`src/rtl/cpu_rst_seq_if.sv`:
```
// Signal bundle between the reset sequencer and its environment:
// PLL lock and push-button in, CPU reset and lock-loss debug state out.
interface cpu_rst_seq_if;
    logic       clk_lock;
    logic       btn_rst;
    logic       cpu_rst_n;
    logic       lock_lost;
    logic [7:0] lost_cnt;
    logic [1:0] state;

    modport master (
        output clk_lock,
        output btn_rst,
        input  cpu_rst_n,
        input  lock_lost,
        input  lost_cnt,
        input  state
    );

    modport slave (
        input  clk_lock,
        input  btn_rst,
        output cpu_rst_n,
        output lock_lost,
        output lost_cnt,
        output state
    );
endinterface

```
`src/rtl/cpu_rst_seq.sv`:
```
// CPU reset sequencer: releases cpu_rst_n once PLL lock has been stable for
// HOLD_CYCLES, re-asserts on lock loss or a debounced button press.
//
// state     | meaning
// ----------+-----------------------------------------------------------
// WAIT_LOCK | CPU in reset, waiting for synchronized lock
// HOLD      | lock seen, counting HOLD_CYCLES (button keeps count at 0)
// RUN       | CPU out of reset
module cpu_rst_seq #(
    parameter int HOLD_CYCLES     = 16,
    parameter int DEBOUNCE_CYCLES = 1000
) (
    input  logic          pll_clk,
    input  logic          fpga_rst_n,
    cpu_rst_seq_if.slave  bus
);

    localparam int HW = (HOLD_CYCLES > 2) ? $clog2(HOLD_CYCLES) : 1;
    localparam int DW = (DEBOUNCE_CYCLES > 2) ? $clog2(DEBOUNCE_CYCLES) : 1;
    localparam logic [HW-1:0] HOLD_LAST = HW'(HOLD_CYCLES - 1);
    localparam logic [DW-1:0] DB_LAST   = DW'(DEBOUNCE_CYCLES - 1);

    typedef enum logic [1:0] {
        WAIT_LOCK = 2'd0,
        HOLD      = 2'd1,
        RUN       = 2'd2
    } state_t;

    state_t          state_q;
    state_t          state_d;
    logic [HW-1:0]   hold_cnt;
    logic [HW-1:0]   hold_cnt_d;
    logic            lost_evt;

    logic            lock_meta;
    logic            lock_s;
    logic            btn_meta;
    logic            btn_s;
    logic [DW-1:0]   db_cnt;
    logic            btn_db;

    logic            cpu_rst_n_q;
    logic            lock_lost_q;
    logic [7:0]      lost_cnt_q;

    // Both asynchronous inputs get a plain two-flop synchronizer.
    always_ff @(posedge pll_clk or negedge fpga_rst_n) begin
        if (!fpga_rst_n) begin
            lock_meta <= 1'b0;
            lock_s    <= 1'b0;
            btn_meta  <= 1'b0;
            btn_s     <= 1'b0;
        end else begin
            lock_meta <= bus.clk_lock;
            lock_s    <= lock_meta;
            btn_meta  <= bus.btn_rst;
            btn_s     <= btn_meta;
        end
    end

    always_ff @(posedge pll_clk or negedge fpga_rst_n) begin
        if (!fpga_rst_n) begin
            db_cnt <= '0;
            btn_db <= 1'b0;
        end else if (btn_s != btn_db) begin
            if (db_cnt == DB_LAST) begin
                btn_db <= ~btn_db;
                db_cnt <= '0;
            end else begin
                db_cnt <= db_cnt + 1'b1;
            end
        end else begin
            db_cnt <= '0;
        end
    end

    always_comb begin
        state_d    = state_q;
        hold_cnt_d = hold_cnt;
        lost_evt   = 1'b0;
        case (state_q)
            WAIT_LOCK: begin
                if (lock_s) begin
                    state_d    = HOLD;
                    hold_cnt_d = '0;
                end
            end
            HOLD: begin
                if (!lock_s) begin
                    state_d = WAIT_LOCK;
                end else if (btn_db) begin
                    hold_cnt_d = '0;
                end else if (hold_cnt == HOLD_LAST) begin
                    state_d = RUN;
                end else begin
                    hold_cnt_d = hold_cnt + 1'b1;
                end
            end
            RUN: begin
                // Lock loss wins over a simultaneous button press.
                if (!lock_s) begin
                    state_d  = WAIT_LOCK;
                    lost_evt = 1'b1;
                end else if (btn_db) begin
                    state_d    = HOLD;
                    hold_cnt_d = '0;
                end
            end
            default: begin
                state_d = WAIT_LOCK;
            end
        endcase
    end

    always_ff @(posedge pll_clk or negedge fpga_rst_n) begin
        if (!fpga_rst_n) begin
            state_q     <= WAIT_LOCK;
            hold_cnt    <= '0;
            cpu_rst_n_q <= 1'b0;
            lock_lost_q <= 1'b0;
            lost_cnt_q  <= '0;
        end else begin
            state_q     <= state_d;
            hold_cnt    <= hold_cnt_d;
            cpu_rst_n_q <= (state_d == RUN);
            if (lost_evt) begin
                lock_lost_q <= 1'b1;
                if (lost_cnt_q != 8'hFF) begin
                    lost_cnt_q <= lost_cnt_q + 8'd1;
                end
            end
        end
    end

    assign bus.cpu_rst_n = cpu_rst_n_q;
    assign bus.lock_lost = lock_lost_q;
    assign bus.lost_cnt  = lost_cnt_q;
    assign bus.state     = state_q;

endmodule
```
`src/flat_wrapper.sv`:
```
// flat-port wrapper written by rule: the top's interface ports become plain ports
module cpu_rst_seq_flat 
#(
    parameter int HOLD_CYCLES     = 16,
    parameter int DEBOUNCE_CYCLES = 1000
)
  (pll_clk, fpga_rst_n, bus_clk_lock, bus_btn_rst, bus_cpu_rst_n, bus_lock_lost, bus_lost_cnt, bus_state);
  cpu_rst_seq_if bus_i ();
  input  logic pll_clk;
  input  logic fpga_rst_n;
  input wire logic [$bits(bus_i.clk_lock)-1:0] bus_clk_lock;
  input wire logic [$bits(bus_i.btn_rst)-1:0] bus_btn_rst;
  output wire logic [$bits(bus_i.cpu_rst_n)-1:0] bus_cpu_rst_n;
  output wire logic [$bits(bus_i.lock_lost)-1:0] bus_lock_lost;
  output wire logic [$bits(bus_i.lost_cnt)-1:0] bus_lost_cnt;
  output wire logic [$bits(bus_i.state)-1:0] bus_state;
  assign bus_i.clk_lock = bus_clk_lock;
  assign bus_i.btn_rst = bus_btn_rst;
  assign bus_cpu_rst_n = bus_i.cpu_rst_n;
  assign bus_lock_lost = bus_i.lock_lost;
  assign bus_lost_cnt = bus_i.lost_cnt;
  assign bus_state = bus_i.state;
  cpu_rst_seq #(.HOLD_CYCLES(HOLD_CYCLES), .DEBOUNCE_CYCLES(DEBOUNCE_CYCLES)) u_core (.pll_clk(pll_clk), .fpga_rst_n(fpga_rst_n), .bus(bus_i));
endmodule
```
`config.mk`:
```
export PLATFORM = sky130hd
export DESIGN_NAME = cpu_rst_seq_flat
export DESIGN_NICKNAME = d
export VERILOG_FILES = /design/src/rtl/cpu_rst_seq_if.sv /design/src/rtl/cpu_rst_seq.sv /design/src/flat_wrapper.sv
export SDC_FILE = /design/constraint.sdc
export NUM_CORES = 1
export LEC_CHECK = 0
export ABC_AREA = 0
export CAP_MARGIN = 20
export CELL_PAD_IN_SITES_DETAIL_PLACEMENT = 1
export CELL_PAD_IN_SITES_GLOBAL_PLACEMENT = 1
export CORE_MARGIN = 2
export CORE_UTILIZATION = 43
export CTS_CLUSTER_SIZE = 10
export DETAILED_ROUTE_END_ITERATION = 6
export PLACE_DENSITY_LB_ADDON = 0.25
export SLEW_MARGIN = 20
export SYNTH_ARGS = -nofsm -noshare
export SYNTH_HDL_FRONTEND = slang
export SYNTH_SLANG_ARGS = --single-unit
```
`constraint.sdc`:
```
create_clock -name pll_clk -period 1.8 [get_ports pll_clk]
set_input_delay 0.36 -clock pll_clk [delete_from_list [all_inputs] [get_ports pll_clk]]
set_output_delay 0.36 -clock pll_clk [all_outputs]
set_load 0.05 [all_outputs]
```
### Word level (Yosys, flattened, before mapping)

Index checks and enable logic that the tools add are counted.
Widths: inputs -> output; s select.

| word-level totals | value |
|---|---|
| register bits after elaboration | 31 |
| output and inout bits | 12 |

| operators by class | value |
|---|---|
| add/sub/neg operators | 3 |
| equal/unequal tests | 12 |
| multiplexer cells | 18 |
| bitwise operators | 1 |
| reduce and logical (&&, ||, !) cells | 5 |

Operators by type and width:

| cell | count |
|---|---|
| $mux 4 | 6 |
| $mux 10 | 2 |
| $mux 2 | 6 |
| $pmux 4 s3 | 1 |
| $add 10x1->10 const B | 1 |
| $eq 10x10->1 const B | 1 |
| $add 8x1->8 const B | 1 |
| $ne 2x1->1 const B | 4 |
| $ne 8x8->1 const B | 1 |
| $pmux 2 s3 | 1 |
| $reduce_and 6->1 | 1 |
| $add 4x1->4 const B | 1 |
| $eq 2x2->1 const B | 2 |
| $eq 4x4->1 const B | 1 |
| $reduce_and 2->1 | 2 |
| $ne 3x2->1 const B | 1 |
| $reduce_bool 3->1 | 1 |
| $eq 2x1->1 const B | 1 |
| $logic_not 2->1 | 1 |
| $mux 1 | 2 |
| $ne 1x1->1 | 1 |
| $not 1->1 | 1 |

### Depth between registers and ports, before layout

| logic depth | value |
|---|---|
| depth in word-level cells | 6 |
| depth in mapped cells | 5 |
| mapped depth without buffers | 5 |

### Worst setup path before layout

Ideal clock, no wire load.

| path | value |
|---|---|
| kind | register -> register |
| start | register u_core.state_q[1], in the netlist u_core.bus.state[1] |
| end | register u_core.lost_cnt_q[7], in the netlist u_core.bus.lost_cnt[7] |
| library setup time | 0.125 ns |
| data arrival time | 1.703 ns |
| data required time | 1.675 ns |
| slack | -0.028 ns |
| cell stages (with the launch flop) | 5 |
| path buffers | 0 |
| cells stage by stage | dfrtp_1 > nor3b_4 > and3_4 > nand4_2 > mux2_4 |

| on the way | value |
|---|---|
| longest elaborated chain between the ends | 3 |

RTL lines:

| what | RTL line | RTL |
|---|---|---|
| start: declaration | cpu_rst_seq.sv:29 | `state_t state_q;` |
| start signal: assignment | cpu_rst_seq.sv:123 | `state_q <= state_d;` |
| $eq 2x2->1 | cpu_rst_seq.sv:81 | `case (state_q)` |
| $mux 1 | cpu_rst_seq.sv:81 |  |
| $reduce_and 2->1 (no line) | -- |  |
| end signal: assignment | cpu_rst_seq.sv:129 | `lost_cnt_q <= lost_cnt_q + 8'd1;` |
| end: declaration | cpu_rst_seq.sv:44 | `logic [7:0] lost_cnt_q;` |

Every way passes these cells.
A chain may end at the register's enable or synchronous reset.

### Final worst setup path

| path | value |
|---|---|
| start | register u_core.lost_cnt_q[0], in the netlist u_core.bus.lost_cnt[0] |
| end | register u_core.lost_cnt_q[1], in the netlist u_core.bus.lost_cnt[1] |

| on the way | value |
|---|---|
| longest elaborated chain between the ends | 2 |
| elaborated cells on any way between the ends | 3 |

RTL lines:

| what |
|---|
| branches (longest 2 deep; another with $add 8x1->8) |

Several ways; the timed one is not identified.

==> results.cfg <==
[outcome]
outcome = finished, final reports clean

[clock_tree]
cts_made_buffers = 5
cts_hold_buf = 0
cts_tree = built
cts.reportedPaths.clkPinSlew_ns = 0.09
clk_latency_ns = 0.32
cts.sinks = 31
clk_path_buf_depth = 2
clock-root-buffer = clkbuf_4
cts_setup_buffers = 0
cts-htree-levels = 2
post_cts_resized = 0

[critical_path]
start_kind = flop
cp.required_ns = 2.01
startpoint = u_core.bus.lost_cnt[0]$_DFFE_PN0P_
r2r_end = u_core.bus.lost_cnt[1]$_DFFE_PN0P_
r2r_cells = 5
r2r_start = u_core.bus.lost_cnt[0]$_DFFE_PN0P_
worstSetupPathType = reg -> reg
cp-endpoint = u_core.bus.lost_cnt[1]$_DFFE_PN0P_
cp_data_arrival_time_ns = 1.87
rrSetupSlack_ns = 0.15
crit_fanout = 7
cp-end-kind = flop

[layout]
nets = 159
final_layout_size_suffix_gt1_share_pct = 18.95
syn_to_final_growth_pct = 17.12
antennaDiodeCount = 0
regArea_um2 = 777.0
multi_input_area_um2 = 615.6
fillers = 355
post-route-util_pct = 53.66

[detailed_routing]
drt_iter0_drc = 29
totalWireLength_um = 2739
final_antenna_net_count = 0
drt_pre_antenna_iters = 4
via_count = 1044
drc = 0
vias_per_cell = 5.299
routedWlPerCell_um = 13.90

[pwr]
power_uw = 1175
power_density_nw_per_um2 = 711.2
p_leak_uw = 0.0007544
vdd_drop_max_uv = 467.8

[placed_design]
port_buffers = 15
routabilityCongestion = 0.7866
place_hpwl_um = 1998
place_ws_ns = 0.1780

[timing]
finalWorstSetupSlack_ns = 0.1482
relSlewSlack_pct = 68.47
finalMaxSlewViolations = 0
timing.fmax_mhz = 605.4
rsz0062_at_grt = false
finClkSkew_ns = 0.007937
tightest_slew_ns = 0.4719
period_minus_slack_ns = 1.652
timing.setup.tns_ns = 0
period_share_pct = 91.77
setup_viol = 0
hold_violations = 0

[run]
drv_cap = 0

[logic_synthesis]
syn-num-nets = 135
yosysUniqueCellTypes = 33
ys.flop_type = dfrtp_1
synth-seq-area-share_pct = 55.01
syn_avg_cell_area_um2 = 11.02
yosysWarnings = 0
syn-cell-area_um2 = 1410
synth_edf_count = 0
ys_async_sr_fraction_pct = 100.0
synthCells = 128
synth_seq_cells = 31

[global_routing]
gr-total-overflow = 0
antenna_found_initial = 0
grt_pass1_vias = 1033
grt_pass1_wl_um = 4747
grt_usage_pct = 17.47
grt_max_degree = 32

[die]
num_rows = 20
initial_core_util_pct = 45.81
die_height_um = 61.27
fp.dieW_um = 61.27
ios = 16
die-area_um2 = 3753
core_um2 = 3078

[min_path]
min_path_type = reg -> reg
-- critical path, stage by stage (launching register included) --
cell	delay, ns
dfrtp_1	0.43
ha_1	0.31
and4_1	0.27
nand2_1	0.08
nand2_1	0.13
mux2_1	0.33
-- registers in the layout, indices dropped and copies added (netlist names) --
register	flops
u_core.db_cnt	10
u_core.bus.lost_cnt	8
u_core.hold_cnt	4
u_core.bus.state	2
u_core.btn_db	1
u_core.btn_meta	1
u_core.btn_s	1
u_core.bus.cpu_rst_n	1
u_core.bus.lock_lost	1
u_core.lock_meta	1
u_core.lock_s	1
-- per-layer routing --
layer  share of wire, %  track usage [%]  up-vias
met4               0.95            5.590        0
met2                 48            27.36       15
met3                3.5            5.252        6
met5                  0                0        -
li1                   -                -      512
met1                 48            23.35      511
-- cell families after synthesis --
kind of cell	Yosys count	share of synthesized area (%)
and+or+nand+nor	54	21.92
adders and majority gates	3	2.662
muxes	6	4.968
xor gates and xnor gates	7	4.348
DFF	31	55.01
AOI/OAI and AO/OA	22	9.760
buffers and inverters	5	1.331
-- power breakdown --
group | total [uW] | internal (uW) | switching (uW) | leakage, uW
Combinational | 67.0 | 28.0 | 39.0 | 0.000310
Sequential | 735 | 715 | 20.7 | 0.000415
Clock | 372 | 152 | 220 | 0.0000293
Total | 1170 | 895 | 280 | 0.000754
-- worst min path at each step --
| stage | startpoint | endpoint | slack [ns] | cells past startpoint |
|---|---|---|---|---|
| finish | u_core.btn_meta$_DFF_PN0_ | u_core.btn_s$_DFF_PN0_ | 0.36 | 0 |
| global route | u_core.btn_meta$_DFF_PN0_ | u_core.btn_s$_DFF_PN0_ | 0.38 | 0 |
| CTS | u_core.btn_meta$_DFF_PN0_ | u_core.btn_s$_DFF_PN0_ | 0.36 | 0 |
| detailed placement | u_core.btn_meta$_DFF_PN0_ | u_core.btn_s$_DFF_PN0_ | 0.34 | 0 |
| global placement | u_core.btn_meta$_DFF_PN0_ | u_core.btn_s$_DFF_PN0_ | 0.34 | 0 |
| floorplan | fpga_rst_n | u_core.btn_db$_DFFE_PN0P_ | 0.06 | 0 |
-- final cells by class --
class | count | area share (%)
clock inverters | 1 | 0.3030
inverters | 5 | 1.136
multi-input cells | 92 | 37.27
well taps | 44 | 3.333
clock buffers | 7 | 2.727
flip-flops and latches | 31 | 47.05
repair buffers | 17 | 8.182
-- per-stage QoR --
| step | hold WS [ns] | std cells | instance area (um2) |
|---|---|---|---|
| detailed placement | 0.3402 | 189 | 1602 |
| global placement | 0.3370 | 189 | 1602 |
| finish | 0.3615 | 197 | 1652 |
| global route | 0.3838 | 197 | 1652 |
| CTS | 0.3625 | 197 | 1652 |
| floorplan | 0.06441 | 128 | 1411 |
-- cells in the final DEF, fill, tap and decap left out, types with 3 or more instances in the layout --
master           count
nand4_1              5
nor2_1              12
a21oi_1              6
nor3b_1              4
clkdlybuf4s50_1      3
a31oi_1              4
inv_1                5
and3_1               3
nand2_1              8
clkbuf_4             5
o21ai_0              5
dfrtp_1             30
nand3_1             10
xnor2_1              5
buf_4               14
ha_1                 3
-- cells in the mapped netlist, drive strengths merged, types with 3 or more instances --
library cell  number  area share (%)
mux2               5             4.3
nand4              6             3.1
o21ai              5             1.8
nand3             10             3.5
inv                5             1.3
ha                 3             2.7
dfrtp             31              55
and3               5             2.7
a21oi              6             2.1
a31oi              4             1.8
nor3b              5             3.5
nor2              12             3.2
xnor2              5             3.1
nand2              8             2.1
No activity file was read; power rests on OpenSTA's default activity.
